===== src/rtl/e_digit_streamer.sv =====
//------------------------------------------------------------------------------
// e_digit_streamer
//
// Converts the multi-word fixed-point result of the e calculator into an ASCII
// decimal string "<int>.<digits>\n" and streams it one byte at a time over a
// valid/ready interface. Each fractional digit comes from one word-serial x10
// pass over the fraction words (LSW first); the carry out of the top fraction
// word is the digit.
//
// Ports:
//   clk         clock, all logic on the rising edge
//   rst         synchronous active-high reset
//   start       begins a conversion (sampled in IDLE only), latches in_data
//   in_data     WORDS x 16-bit value, word WORDS-1 = integer part, word 0 = LSW
//   busy        high in every state except IDLE
//   done        one-cycle pulse in the final state of a conversion
//   err         integer word > 9; held until the next accepted start
//   dout        ASCII byte
//   dout_valid  dout is valid (depends on state only)
//   dout_ready  downstream accepts dout when high together with dout_valid
//------------------------------------------------------------------------------
`timescale 1ns/1ps

module e_digit_streamer #(
    parameter int unsigned WORDS      = 32,
    parameter int unsigned NUM_DIGITS = 100
) (
    input  logic        clk,
    input  logic        rst,
    input  logic        start,
    input  logic [15:0] in_data [0:WORDS-1],
    output logic        busy,
    output logic        done,
    output logic        err,
    output logic [7:0]  dout,
    output logic        dout_valid,
    input  logic        dout_ready
);

    localparam int unsigned IDX_W = $clog2(WORDS);
    localparam int unsigned CNT_W = $clog2(NUM_DIGITS + 1);
    localparam logic [IDX_W-1:0] LAST_IDX = IDX_W'(WORDS - 2);
    localparam logic [CNT_W-1:0] CNT_END  = CNT_W'(NUM_DIGITS);

    typedef enum logic [2:0] {
        S_IDLE,
        S_INT,
        S_DOT,
        S_MUL,
        S_EMIT,
        S_EOL,
        S_DONE
    } state_t;

    state_t           state_q, state_d;
    logic [15:0]      buf_q [0:WORDS-1];
    logic [15:0]      buf_d [0:WORDS-1];
    logic [IDX_W-1:0] idx_q, idx_d;
    logic [3:0]       carry_q, carry_d;
    logic [CNT_W-1:0] cnt_q, cnt_d;
    logic             err_q, err_d;
    logic [19:0]      prod;

    always_ff @(posedge clk) begin
        if (rst) begin
            state_q <= S_IDLE;
            for (int unsigned i = 0; i < WORDS; i++) begin
                buf_q[i] <= '0;
            end
            idx_q   <= '0;
            carry_q <= '0;
            cnt_q   <= '0;
            err_q   <= 1'b0;
        end else begin
            state_q <= state_d;
            buf_q   <= buf_d;
            idx_q   <= idx_d;
            carry_q <= carry_d;
            cnt_q   <= cnt_d;
            err_q   <= err_d;
        end
    end

    always_comb begin
        state_d    = state_q;
        buf_d      = buf_q;
        idx_d      = idx_q;
        carry_d    = carry_q;
        cnt_d      = cnt_q;
        err_d      = err_q;
        dout       = 8'h00;
        dout_valid = 1'b0;
        done       = 1'b0;

        // 0xFFFF*10 + 9 = 655359 fits in 20 bits; top nibble is the carry.
        prod = {4'b0, buf_q[idx_q]} * 20'd10 + {16'b0, carry_q};

        case (state_q)
            S_IDLE: begin
                if (start) begin
                    buf_d   = in_data;
                    // err is decided at latch time so it is already high
                    // while the 'E' byte is being presented.
                    err_d   = (in_data[WORDS-1] > 16'd9);
                    cnt_d   = '0;
                    idx_d   = '0;
                    carry_d = '0;
                    state_d = S_INT;
                end
            end
            S_INT: begin
                dout_valid = 1'b1;
                if (buf_q[WORDS-1] <= 16'd9) begin
                    dout = 8'h30 + buf_q[WORDS-1][7:0];
                    if (dout_ready) state_d = S_DOT;
                end else begin
                    dout = 8'h45;
                    if (dout_ready) state_d = S_EOL;
                end
            end
            S_DOT: begin
                dout_valid = 1'b1;
                dout       = 8'h2E;
                if (dout_ready) begin
                    idx_d   = '0;
                    carry_d = '0;
                    state_d = S_MUL;
                end
            end
            S_MUL: begin
                buf_d[idx_q] = prod[15:0];
                carry_d      = prod[19:16];
                if (idx_q == LAST_IDX) begin
                    state_d = S_EMIT;
                end else begin
                    idx_d = idx_q + IDX_W'(1);
                end
            end
            S_EMIT: begin
                dout_valid = 1'b1;
                dout       = 8'h30 + {4'b0, carry_q};
                if (dout_ready) begin
                    cnt_d   = cnt_q + CNT_W'(1);
                    idx_d   = '0;
                    carry_d = '0;
                    state_d = (cnt_d == CNT_END) ? S_EOL : S_MUL;
                end
            end
            S_EOL: begin
                dout_valid = 1'b1;
                dout       = 8'h0A;
                if (dout_ready) state_d = S_DONE;
            end
            S_DONE: begin
                done    = 1'b1;
                state_d = S_IDLE;
            end
            default: state_d = S_IDLE;
        endcase
    end

    assign busy = (state_q != S_IDLE);
    assign err  = err_q;

endmodule


===== config.mk =====
export PLATFORM = sky130hd
export DESIGN_NAME = e_digit_streamer
export DESIGN_NICKNAME = d
export VERILOG_FILES = /design/src/rtl/e_digit_streamer.sv
export SDC_FILE = /design/constraint.sdc
export NUM_CORES = 1
export LEC_CHECK = 0
export BUFFER_PORTS_ARGS = -buffer_cell sky130_fd_sc_hd__buf_4
export CAP_MARGIN = 20
export CELL_PAD_IN_SITES_DETAIL_PLACEMENT = 1
export CELL_PAD_IN_SITES_GLOBAL_PLACEMENT = 1
export CORE_AREA = 10 10 313 315
export DETAILED_ROUTE_END_ITERATION = 8
export DIE_AREA = 0 0 323 325
export PLACE_DENSITY = 0.64
export SLEW_MARGIN = 20
export SYNTH_ARGS = -nofsm -noshare
export SYNTH_HDL_FRONTEND = slang
export SYNTH_SLANG_ARGS = --single-unit

===== constraint.sdc =====
create_clock -name clk -period 7.45 [get_ports clk]
set_clock_uncertainty 0.15 [all_clocks]
set_input_delay 0.745 -clock clk [delete_from_list [all_inputs] [get_ports clk]]
set_output_delay 0.745 -clock clk [all_outputs]
set_load 0.05 [all_outputs]

==> out/results.txt <==
crit path max fanout - 32
TritonCTS buffer count - 66
final core utilization - 37.88%
top cell type by total area after synthesis - dfxtp_1
number of nets in the final layout - 3,964
number of DRC markers after the initial detailed-route iteration - 3,355
I/O pin count - 528
standard cell with the maximum stage delay on the critical path - fa_1
via/cell ratio - 6.062
pwr dens - 377.7 nW/µm²
share of layout cells above drive strength 1 - 26.59%
cell with the most instances after synthesis - dfxtp_1
wire per inst - 31.44 µm
critical path's most frequent cell - ha_1
flop and latch count out of synthesis - 532
Synth-to-Final Area Change - 27.12%
estimated wirelength of the detail-placed design - 107.5 mm
worst rel slew slack - 23.45%
GRT Residual Overflow - 0
critical path capture point type - register
final setup margin - 1084 ps
mean instance size in the synthesized netlist - 8.988 µm²
number of enable-type register cells in the synthesized netlist - 0
via count of the first global-routing pass - 28,430
initial antenna violation count - 23
post-placement cell area - 32,530 µm²
critical path type - register to register
Syn Nets - 3,586
slew at the pin with the worst max-slew slack - 1148 ps
summed instance area of the synthesized netlist - 27,230 µm²
post-route ant nets - 0
Residual DRC - 0
Die Ht - 325 µm
synth top area cells - dfxtp_1 39%, a22oi_1 12%, mux4_2 10%
share of the cycle needed by the critical path after routing - 85.45%
hold_buf cts - 0
CTS HTree Levels - 3
shortest clock period the worst path allows after layout - 6366 ps
Routed WL - 146.1 mm
Reg clk slew, reported paths - 60 ps
Synth cell types - 67
dominant synthesized flop cell - dfxtp_1
cell count after placement - 4,525
register area share after synthesis - 39.11%
fin. max-slew vios - 0
CTS Root Buffer Type - clkbuf_16
count of vias placed by the detailed router - 28,170
Worst IR Drop VDD - 0.3052 mV
Post-CTS Resized - 0
largest stage delay on the critical path - 710 ps
setup repair after global routing missed its margin - false
buffers and inverters on the worst path - 1
number of warnings printed during yosys synthesis - 0
max-cap check violation count - 0
effective utilization at floorplan - 29.80%
setup TNS - 0 ps
hold violation total from the final report - 0
site row count - 111
pin count of the biggest net entering global routing - 214
top-area cell type share of the netlist area - 39.11%
final-report setup violation count - 0
Die X-Extent - 323 µm
Fill cells - 10,510
Clock Tree Buf Depth - 3
number of buffers added for setup after CTS - 0
placeable core area - 91,390 µm²
Port Buffer Count - 526
startpoint type of the worst setup path - register
global-route wire length before repair - 207.6 mm
first-pass detailed-route iteration total - 5
CP required - 7740 ps
data arrival time at the worst-slack endpoint - 6660 ps
TritonCTS clock tree - yes
post-route cell area - 34,620 µm²
Tot GR Track Use - 26.57%
clock insertion delay at the later pin of the skew report - 630 ps
final weighted congestion of routability-driven global placement - 0.9053
Hold Crit Class - primary input to register
cell family with most CP delay - simple AND/OR/NAND/NOR gates
Die ar. - 105,000 µm²
synthesized instance count - 3,030
number of sinks on the clock net - 532
maximum operating frequency - 157.1 MHz
Non-Filler Instances - 4,647
worst slack after detailed placement - 1123 ps
P_leak - 12.20 nW
post-synthesis async set-or-reset flop share - 0%
top cells by count, synth - 532 x dfxtp_1, 453 x a22oi_1, 353 x a21oi_1, 344 x nand2_1, 296 x clkbuf_1
cells traversed along the worst timing path - buf_4 -> mux4_2 -> a22oi_1 -> nand4_1 -> ha_1 -> ha_1 -> fa_1 -> nand2_1 -> or4_4 -> nor4_2 -> and4b_1 -> nand4_2 -> a211oi_2 -> o31a_4 -> o32ai_1
run status - finished clean
==> sequential cells by signal, indices dropped and copies added (netlist names) <==
| signal | flops |
|---|---|
| cnt_q | 7 |
| err | 1 |
| buf_q | 512 |
| carry_q | 4 |
| idx_q | 5 |
| state_q | 3 |
==> placed cells by master, fill, tap and decap left out, drive strengths merged, types with 11 or more instances in the layout <==
| cell | count |
|---|---|
| clkbuf | 97 |
| mux2i | 80 |
| ha | 38 |
| o22ai | 37 |
| nand4 | 22 |
| inv | 17 |
| nand2 | 344 |
| buf | 639 |
| nor2 | 203 |
| mux4 | 125 |
| a311oi | 23 |
| a21oi | 353 |
| o21ai | 70 |
| or3 | 35 |
| a211oi | 82 |
| a221oi | 35 |
| nor3 | 77 |
| xnor2 | 11 |
| nand3 | 19 |
| a22oi | 453 |
| o32ai | 32 |
| dfxtp | 532 |
==> worst paths after layout <==
path | start | to | slack (ps) | depth (start not counted)
setup / recovery | idx_q[0] | buf_q[206] | 1080 | 15
hold / removal | in_data[378] | buf_q[378] | 260 | 3
setup reg to reg | idx_q[0] | buf_q[206] | 1080 | 15
hold reg to reg | buf_q[357] | buf_q[357] | 320 | 2
==> routing by layer <==
layer  global-route usage [%]  part of all wire, %
met3                    5.169                  7.9
met2                    43.12                   47
met5                        0                0.073
met4                    11.41                  4.3
met1                    33.92                   40
==> tightest hold or removal path, delay by kind of cell <==
family | cells | cell delay, ps
compound gates | 2 | 170
buf+inv | 1 | 80
==> report_power, final <==
group	internal [mW]	leakage, nW	switching [mW]
sequential	3.61	4.36	0.519
combinational	2.01	6.82	3.80
clock	1.81	1.01	1.34
total	7.42	12.2	5.65
==> cell type report <==
class / instances / area, µm² / area share, %
multi-input cells: 2156 / 15430 / 44.56
repair buffers: 639 / 4917 / 14.20
flip-flops and latches: 532 / 10660 / 30.78
diodes: 8 / 20.02 / 0.05782
inverters: 13 / 48.80 / 0.1409
well taps: 1186 / 1484 / 4.286
clock buffers: 97 / 1939 / 5.602
clock inverters: 16 / 126.4 / 0.3650
==> per-stage QoR <==
stage                     hold slack [ps]  power [mW]
final                               258.4       13.08
after global routing                275.1       13.65
after CTS                           238.7       13.00
after detailed placement            294.0       9.852
after global placement              290.1       9.774
after floorplan                     283.1       7.503
==> cell families (layout without fill, tap and decap cells) <==
kind of cell	after synthesis	in the layout	share of synthesized area, %
compound gates	1133	1133	28.07
simple gates	759	759	12.22
xor+xnor	18	18	0.5789
buf+inv	342	765	4.842
flops	532	532	39.11
other cells	1	9	0.01377
mux	205	205	13.28
fa+ha+maj	40	40	1.893
Power figures use the tool's default switching activity.
